==> src/rtl/rom_select_ctrl_pkg.sv <==
// Shared types and helpers for the ROM select controller: FSM state encoding,
// a constant-safe clog2, and the lowest-pressed-button encoder.
package rom_select_pkg;

    typedef enum logic [1:0] {
        IDLE    = 2'd0,
        HELD    = 2'd1,
        PENDING = 2'd2
    } state_t;

    function automatic int clog2(input int value);
        int result;
        int v;
        result = 0;
        v = value - 1;
        while (v > 0) begin
            result = result + 1;
            v = v >> 1;
        end
        return result;
    endfunction

    // Lowest-numbered set bit wins; returns 0 for an empty vector.
    function automatic logic [2:0] lowest_set(input logic [7:0] vec);
        logic [2:0] enc;
        enc = '0;
        for (int i = 7; i >= 0; i--) begin
            if (vec[i]) enc = 3'(i);
        end
        return enc;
    endfunction

endpackage

==> src/rtl/rom_select_ctrl_if.sv <==
// Button/loader/reload bundle between the board-level logic and the ROM select controller.
interface rom_select_ctrl_if #(
    parameter int NUM_BTNS = 4,
    parameter int INDEX_W  = 4
);
    logic [NUM_BTNS-1:0] btn_raw;
    logic                shift_raw;
    logic                load_busy;
    logic                reload;
    logic [INDEX_W-1:0]  index;
    logic [NUM_BTNS:0]   btn_state;

    modport master (
        output btn_raw, shift_raw, load_busy,
        input  reload, index, btn_state
    );

    modport slave (
        input  btn_raw, shift_raw, load_busy,
        output reload, index, btn_state
    );
endinterface

==> src/rtl/rom_select_ctrl_btn_debounce.sv <==
// One button bit: 2-FF synchroniser, polarity normalisation and a stability counter.
module btn_debounce
    import rom_select_pkg::*;
#(
    parameter int DEBOUNCE_COUNT = 50000,
    parameter bit ACTIVE_LOW     = 1'b1
) (
    input  logic clock,
    input  logic reset_n,
    input  logic raw,
    output logic pressed
);
    localparam int   CNT_W         = clog2(DEBOUNCE_COUNT + 1);
    localparam logic RELEASED_PIN  = ACTIVE_LOW ? 1'b1 : 1'b0;

    logic             sync1_reg;
    logic             sync2_reg;
    logic             db_reg;
    logic [CNT_W-1:0] cnt_reg;
    logic             level;

    assign level = ACTIVE_LOW ? ~sync2_reg : sync2_reg;

    // Synchronisers reset to the released pin level so reset release never looks like a press.
    always_ff @(posedge clock or negedge reset_n) begin
        if (!reset_n) begin
            sync1_reg <= RELEASED_PIN;
            sync2_reg <= RELEASED_PIN;
            db_reg    <= 1'b0;
            cnt_reg   <= '0;
        end else begin
            sync1_reg <= raw;
            sync2_reg <= sync1_reg;
            if (level == db_reg) begin
                cnt_reg <= '0;
            end else if (cnt_reg == CNT_W'(DEBOUNCE_COUNT - 1)) begin
                db_reg  <= level;
                cnt_reg <= '0;
            end else begin
                cnt_reg <= cnt_reg + CNT_W'(1);
            end
        end
    end

    assign pressed = db_reg;
endmodule

==> src/rtl/rom_select_ctrl.sv <==
// ROM slot selector: debounced select/shift buttons pick a slot while held and
// issue a single reload pulse on full release, deferred while the loader is busy.
module rom_select_ctrl
    import rom_select_pkg::*;
#(
    parameter int NUM_BTNS       = 4,
    parameter int INDEX_W        = 4,
    parameter int DEBOUNCE_COUNT = 50000,
    parameter bit ACTIVE_LOW     = 1'b1
) (
    input  logic             clock,
    input  logic             reset_n,
    rom_select_ctrl_if.slave bus
);
    localparam int ENC_BITS = clog2(NUM_BTNS);

    logic [NUM_BTNS:0]  raw_vec;
    logic [NUM_BTNS:0]  db_vec;
    logic               any_sel;
    logic [INDEX_W-1:0] cand_now;

    state_t             state_reg, state_next;
    logic [INDEX_W-1:0] cand_reg, cand_next;
    logic [INDEX_W-1:0] index_reg, index_next;
    logic               reload_reg, reload_next;

    assign raw_vec = {bus.shift_raw, bus.btn_raw};

    // Bit NUM_BTNS is the shift button; the rest are select buttons.
    generate
        for (genvar gi = 0; gi <= NUM_BTNS; gi++) begin : g_db
            btn_debounce #(
                .DEBOUNCE_COUNT(DEBOUNCE_COUNT),
                .ACTIVE_LOW    (ACTIVE_LOW)
            ) u_db (
                .clock  (clock),
                .reset_n(reset_n),
                .raw    (raw_vec[gi]),
                .pressed(db_vec[gi])
            );
        end
    endgenerate

    assign any_sel = |db_vec[NUM_BTNS-1:0];

    // Shift sits directly above the encoded button number.
    always_comb begin
        cand_now           = INDEX_W'(lowest_set(8'(db_vec[NUM_BTNS-1:0])));
        cand_now[ENC_BITS] = db_vec[NUM_BTNS];
    end

    always_ff @(posedge clock or negedge reset_n) begin
        if (!reset_n) begin
            state_reg  <= IDLE;
            cand_reg   <= '0;
            index_reg  <= '0;
            reload_reg <= 1'b0;
        end else begin
            state_reg  <= state_next;
            cand_reg   <= cand_next;
            index_reg  <= index_next;
            reload_reg <= reload_next;
        end
    end

    always_comb begin
        state_next = state_reg;
        case (state_reg)
            IDLE:    if (any_sel) state_next = HELD;
            HELD:    if (!any_sel) state_next = bus.load_busy ? PENDING : IDLE;
            PENDING: if (!bus.load_busy) state_next = IDLE;
            default: state_next = IDLE;
        endcase
    end

    always_comb begin
        cand_next   = cand_reg;
        index_next  = index_reg;
        reload_next = 1'b0;
        case (state_reg)
            IDLE: begin
                if (any_sel) cand_next = cand_now;
            end
            HELD: begin
                if (any_sel) begin
                    cand_next = cand_now;
                end else if (!bus.load_busy) begin
                    reload_next = 1'b1;
                    index_next  = cand_reg;
                end
            end
            PENDING: begin
                if (!bus.load_busy) begin
                    reload_next = 1'b1;
                    index_next  = cand_reg;
                end
            end
            default: ;
        endcase
    end

    assign bus.reload    = reload_reg;
    assign bus.index     = index_reg;
    assign bus.btn_state = db_vec;
endmodule

==> src/flat_wrapper.sv <==
// flat-port wrapper written by rule: the top's interface ports become plain ports
module rom_select_ctrl_flat import rom_select_pkg::*;
#(
    parameter int NUM_BTNS       = 4,
    parameter int INDEX_W        = 4,
    parameter int DEBOUNCE_COUNT = 50000,
    parameter bit ACTIVE_LOW     = 1'b1
)
  (clock, reset_n, bus_btn_raw, bus_shift_raw, bus_load_busy, bus_reload, bus_index, bus_btn_state);
  rom_select_ctrl_if #(.NUM_BTNS(NUM_BTNS), .INDEX_W(INDEX_W)) bus_i ();
  input  logic clock;
  input  logic reset_n;
  input wire logic [$bits(bus_i.btn_raw)-1:0] bus_btn_raw;
  input wire logic [$bits(bus_i.shift_raw)-1:0] bus_shift_raw;
  input wire logic [$bits(bus_i.load_busy)-1:0] bus_load_busy;
  output wire logic [$bits(bus_i.reload)-1:0] bus_reload;
  output wire logic [$bits(bus_i.index)-1:0] bus_index;
  output wire logic [$bits(bus_i.btn_state)-1:0] bus_btn_state;
  assign bus_i.btn_raw = bus_btn_raw;
  assign bus_i.shift_raw = bus_shift_raw;
  assign bus_i.load_busy = bus_load_busy;
  assign bus_reload = bus_i.reload;
  assign bus_index = bus_i.index;
  assign bus_btn_state = bus_i.btn_state;
  rom_select_ctrl #(.NUM_BTNS(NUM_BTNS), .INDEX_W(INDEX_W), .DEBOUNCE_COUNT(DEBOUNCE_COUNT), .ACTIVE_LOW(ACTIVE_LOW)) u_core (.clock(clock), .reset_n(reset_n), .bus(bus_i));
endmodule
==> config.mk <==
export PLATFORM = sky130hd
export DESIGN_NAME = rom_select_ctrl_flat
export DESIGN_NICKNAME = d
export VERILOG_FILES = /design/src/rtl/rom_select_ctrl_pkg.sv /design/src/rtl/rom_select_ctrl_if.sv /design/src/rtl/rom_select_ctrl_btn_debounce.sv /design/src/rtl/rom_select_ctrl.sv /design/src/flat_wrapper.sv
export SDC_FILE = /design/constraint.sdc
export NUM_CORES = 1
export LEC_CHECK = 0
export BUFFER_PORTS_ARGS = -buffer_cell sky130_fd_sc_hd__clkbuf_2
export CAP_MARGIN = 20
export CORE_MARGIN = 1
export CORE_UTILIZATION = 35
export DETAILED_ROUTE_END_ITERATION = 10
export PLACE_DENSITY = 0.54
export SLEW_MARGIN = 20
export SYNTH_ARGS = -nofsm -noshare
export SYNTH_HDL_FRONTEND = slang
export SYNTH_HIERARCHICAL = 1
export SYNTH_SLANG_ARGS = --single-unit
==> constraint.sdc <==
create_clock -name clock -period 2.3 [get_ports clock]
set_input_delay 0.23 -clock clock [delete_from_list [all_inputs] [get_ports clock]]
set_output_delay 0.23 -clock clock [all_outputs]
set_load 0.02 [all_outputs]
# Word-level counts from Yosys, hierarchy flattened
# Index checks and enable logic that the tools add are counted.
op_classes:
  n_bitwise: 10
  add_sub_neg: 5
  reduce_logical: 12
  n_mux: 25
  eq_ne: 15
ops:
  columns: ["operator", "count"]
  rows:
  - ["2-to-1 mux 16 bit", 10]
  - ["adder 16 x 1 -> 16 bit, second input constant", 5]
  - ["== test 16 bit, second input constant", 5]
  - ["2-to-1 mux 2 bit", 8]
  - ["AND reduction 2 bit", 7]
  - ["inverter 1 bit", 10]
  - ["2-to-1 mux 4 bit", 2]
  - ["case mux 4 bit (2 select lines)", 1]
  - ["case mux 2 bit (3 select lines)", 1]
  - ["== test 1 bit", 5]
  - ["!= test 2 bit, second input constant", 2]
  - ["OR reduction 4 bit", 1]
  - ["AND reduction 3 bit", 1]
  - ["== test 2 x 1 -> 1 bit, second input constant", 1]
  - ["== test 2 bit, second input constant", 1]
  - ["logical NOT 2 bit", 1]
  - ["2-to-1 mux 1 bit", 2]
  - ["!= test 2 x 1 -> 1 bit, second input constant", 1]
  - ["case mux 1 bit (2 select lines)", 1]
  - ["nonzero test 2 bit", 1]
  - ["OR reduction 2 bit", 1]
totals:
  register_bits: 105
  in_bits: 8
  wordCells: 91

# Longest topological paths before layout
logic_depth:
  word_depth: 4
  depth_mapped: 6

# Cells and area by module
# The synthesis kept the hierarchy.
by_module_without_submodules:
  columns: ["module", "seq_area_each_um2", "cells_per_inst", "instances", "area_per_inst_um2"]
  rows:
  - ["btn_debounce (u_core.g_db[1].u_db ...)", 478.0, 85, 4, 890.9]
  - ["btn_debounce (u_core.g_db[0].u_db)", 478.0, 84, 1, 969.7]
  - ["rom_select_ctrl", 225.2, 48, 1, 501.7]

# Least setup slack after synthesis
# No wires, ideal clock.
synth_timing:
  path_kind: "register to register"
  from: "reg u_core.g_db[1].u_db.cnt_reg[10]"
  to: "reg u_core.g_db[1].u_db.cnt_reg[10]"
  setup_slack_ns: 0.447
  path_buffers: 1
  synth_period_minus_slack_ns: 1.853
  t_arrival_ns: 1.734
  path_stages_with_launch: 6
  path_cell_list: "dfrtp_1 -> or4b_1 -> or4_4 -> nand2_4 -> buf_6 -> nor2_1"
synth_between:
  elab_chain_len: 3
  elab_cells_between_ends: 4
  classes_between: "1 x add/sub; 1 x eq/ne; 2 x mux"
synth_rtl:
  columns: ["item", "line", "rtl"]
  rows:
  - ["from (decl)", "rom_select_ctrl_btn_debounce.sv:19", "logic [CNT_W-1:0] cnt_reg;"]
  - ["from (signal assigned)", "rom_select_ctrl_btn_debounce.sv:40", "cnt_reg <= cnt_reg + CNT_W'(1);"]
  - ["adder 16 x 1 -> 16 bit or == test 16 bit (tied branches)", "rom_select_ctrl_btn_debounce.sv:40, rom_select_ctrl_btn_debounce.sv:36", null]
  - ["2-to-1 mux 16 bit *", "rom_select_ctrl_btn_debounce.sv:36", "end else if (cnt_reg == CNT_W'(DEBOUNCE_COUNT - 1)) begin"]
  - ["2-to-1 mux 16 bit *", "rom_select_ctrl_btn_debounce.sv:34", "if (level == db_reg) begin"]
# Mark *: on every way between the ends. The rest lies on a longest branch, timed or not.
# A chain may end at the register's enable or synchronous reset.

# Final worst setup path
layout_timing:
  from: "reg u_core.g_db[3].u_db.cnt_reg[10]"
  to: "reg u_core.g_db[3].u_db.cnt_reg[10]"
layout_between:
  elab_chain_len: 3
  elab_cells_between_ends: 4
  classes_between: "1 x add/sub; 1 x eq/ne; 2 x mux"
layout_rtl:
  columns: ["item", "line"]
  rows:
  - ["from (decl)", "rom_select_ctrl_btn_debounce.sv:19"]
  - ["from (signal assigned)", "rom_select_ctrl_btn_debounce.sv:40"]
  - ["adder 16 x 1 -> 16 bit or == test 16 bit (tied branches)", "rom_select_ctrl_btn_debounce.sv:40, rom_select_ctrl_btn_debounce.sv:36"]
  - ["2-to-1 mux 16 bit *", "rom_select_ctrl_btn_debounce.sv:36"]
  - ["2-to-1 mux 16 bit *", "rom_select_ctrl_btn_debounce.sv:34"]
# Marks and branches as above.

==> results.yml <==
outcome:
  outcome: "finished clean"
worst_setup_path:
  end_kind: "register"
  path_cells: "or4b_1 > or4_4 > nand2_4 > nor2_1"
  r2r_slack_ns: 0.38
  cpLargestDelayFamily: "simple AND/OR/NAND/NOR gates"
  worstPathRequired_ns: 2.53
  worstRegToRegCells: 4
  slowest_delay_ns: 0.59
  slowest_stage: "or4_4"
  worstPathArrival_ns: 2.15
  path_max_fanout: 15
  start_kind: "register"
  crit_type: "register to register"
  crit_buf_inv: 0
  rr_startpoint: "u_core/g_db[3].u_db/cnt_reg[10]"
  timing.rr.end: "u_core/g_db[3].u_db/cnt_reg[10]"
synthesis:
  synth.top_cell.area_share_pct: 46.7
  synth_warnings: 6
  synth_area_leaders: "dfrtp_1 47%, xnor2_1 9.9%, nor2_1 6.5%, dfstp_2 5.2%, xor2_1 3.1%"
  synthCells: 472
  syn_area_um2: 5030
  syn_nets: 488
  seq_area_frac_synth_pct: 51.9
  ys_types: 47
  yosysTopAreaCell: "dfrtp_1"
  ys_seq_elements: 104
  syn_area_per_cell_um2: 10.7
sta:
  rsz0062_at_grt: "no"
  skew_ns: 0.00798
  drv_slew: 0
  hold_violations: 0
  slew_headroom_pct: 55.9
  whs_ns: 0.140
  setup_tns_ns: 0
  tightestPinTransition_ns: 0.661
  fin_crit_sh_pct: 83.6
  setup_slack_ns: 0.378
  max_clock_freq_mhz: 520
  setup-violations-final: 0
  min_period_ns: 1.92
grt:
  grt_pass1_vias: 3332
  antenna_found_initial: 0
  grt_overflow: 0
  globalRouteTotalUtil_pct: 13.2
  grt_pass1_wl_mm: 15.4
  grt_start_max_net_pins: 50
detailed_routing:
  dr.pass1.iters: 4
  vias: 3405
  vias_per_cell: 4.96
  drt-initial-drc-count: 168
  antenna_left: 0
  routedWlPerCell_um: 13.1
  drc: 0
  drt_wl_total_mm: 9.00
clock_network:
  cts_buffers: 9
  clock_sinks: 104
  cts_htree_levels: 3
  ctsResizeCount: 0
  post_cts_buffers: 0
  cts.clk_slew.worst_paths_ns: 0.07
  cts-root-buf: "clkbuf_16"
  clk_latency_ns: 0.35
  cts_tree: "done"
  cts_buffer_depth: 2
die:
  die_h_um: 122
  start_util_pct: 36.1
  coreArea_um2: 13900
  ios: 18
  std_cell_rows: 43
  dieArea_um2: 14900
  die_w_um: 122
power:
  power_density_nw_per_um2: 617
  power.total_mw: 3.49
  p_int_mw: 2.67
  pwr-share-comb_pct: 4.0
  switchingPower_mw: 0.824
  netSwitchingFraction_pct: 23.6
  pwr-share-seq_pct: 54.4
  power.clock.fraction_pct: 41.6
  power.leakage_nw: 2.24
  vdd_drop_max_mv: 0.384
layout:
  final_cell_mix: "94 x dfrtp_1, 87 x nor2_1, 57 x xnor2_1"
  largest_reg_flops: 80
  fin_cells: 687
  diodes: 0
  layout-drive-gt1-share_pct: 15.4
  layout_commonest_cell: "dfrtp_1"
  nets: 518
  areaGrowthSynthToFinish_pct: 12.4
place:
  dp_cells: 665
  gp_congestion: 0.837
  portBuffers: 16
  dp_hpwl_mm: 6.22
  dp_slack_ns: 0.385
hold_path:
  min_from: "bus_load_busy"
  holdPathStages: 3
  min_to: "u_core/state_reg[1]"
  hold_path_class: "input port to register"
flow_run:
  maxCapViolations: 0
## metrics by stage
step           utilization [%]  cell area (um2)
6_report                  40.6             5660
4_1_cts                   40.6             5660
3_3_place_gp              38.2             5320
3_5_place_dp              38.2             5320
5_1_grt                   40.6             5660
2_1_floorplan                -             5030
## power by group through the flow
stage / clock, mW / combinational [mW] / sequential [mW]
after floorplan: 0 / 0.0791 / 1.93
after global placement: 0 / 0.136 / 1.93
after detailed placement: 0 / 0.137 / 1.93
after CTS: 1.52 / 0.146 / 1.90
after global routing: 1.59 / 0.163 / 1.90
final: 1.45 / 0.140 / 1.90
## worst max path at each step
stage,from,end,slack (ns),cells past startpoint
floorplan,u_core/g_db[1].u_db/cnt_reg[10],u_core/g_db[1].u_db/cnt_reg[10],0.45,5
global placement,u_core/g_db[3].u_db/cnt_reg[10],u_core/g_db[3].u_db/cnt_reg[2],0.39,4
detailed placement,u_core/g_db[3].u_db/cnt_reg[10],u_core/g_db[3].u_db/cnt_reg[10],0.38,4
CTS,u_core/g_db[3].u_db/cnt_reg[10],u_core/g_db[3].u_db/cnt_reg[10],0.37,4
global route,u_core/g_db[3].u_db/cnt_reg[10],u_core/g_db[3].u_db/cnt_reg[10],0.31,4
finish,u_core/g_db[3].u_db/cnt_reg[10],u_core/g_db[3].u_db/cnt_reg[10],0.38,4
## synthesized netlist by cell type (all sizes together)
master   number
a21oi         3
a31oi         1
a32oi         1
and2          1
and3          6
and4          4
and4bb        1
buf           7
clkbuf        1
conb          1
dfrtp        94
dfstp        10
ha            8
inv          16
mux2          4
mux2i         1
nand2        29
nand3        26
nand4        24
nand4bb       4
nor2         89
nor2b         2
nor3         19
nor4         18
nor4b         1
nor4bb        1
o21ai         9
o22a          1
o22ai         2
o31ai         1
or3b          4
or4           4
or4b          4
xnor2        57
xor2         18
## timing repair
item / 4_1_cts / 5_1_grt
endpoints found under the setup margin: 0 / 0
hold buffers: 6 / 0
hold endpoints to repair: 48 / 0
## tightest hold or removal path: stages
cell      delay, ns
clkbuf_2       0.11
inv_1          0.05
o22ai_1        0.05
## metal layers
| layer | vias up | track usage (%) | routed length, um |
|---|---|---|---|
| met5 | - | 0 | 0 |
| met4 | 0 | 4.17 | 102 |
| met2 | 37 | 21.6 | 4250 |
| li1 | 1689 | - | - |
| met1 | 1672 | 17.0 | 4410 |
| met3 | 7 | 3.28 | 238 |
## final cells by class
cell class / count / area (um2)
multi-input cells: 344 / 2280
clock buffers: 10 / 229
fillers: 1322 / 8270
repair buffers: 27 / 193
clock inverters: 6 / 53.8
flip-flops and latches: 104 / 2620
well taps: 180 / 225
inverters: 16 / 60.1
## logic make-up after synthesis
group | after synthesis | synth area share, %
DFF | 104 | 51.9
xor gates and xnor gates | 75 | 13.0
other | 1 | 0.0745
and+or+nand+nor | 237 | 27.0
muxes | 5 | 1.09
adders and majority gates | 8 | 1.99
AOI/OAI and AO/OA | 18 | 2.16
buffers and inverters | 24 | 2.68
(Power assumes the default switching activity.)
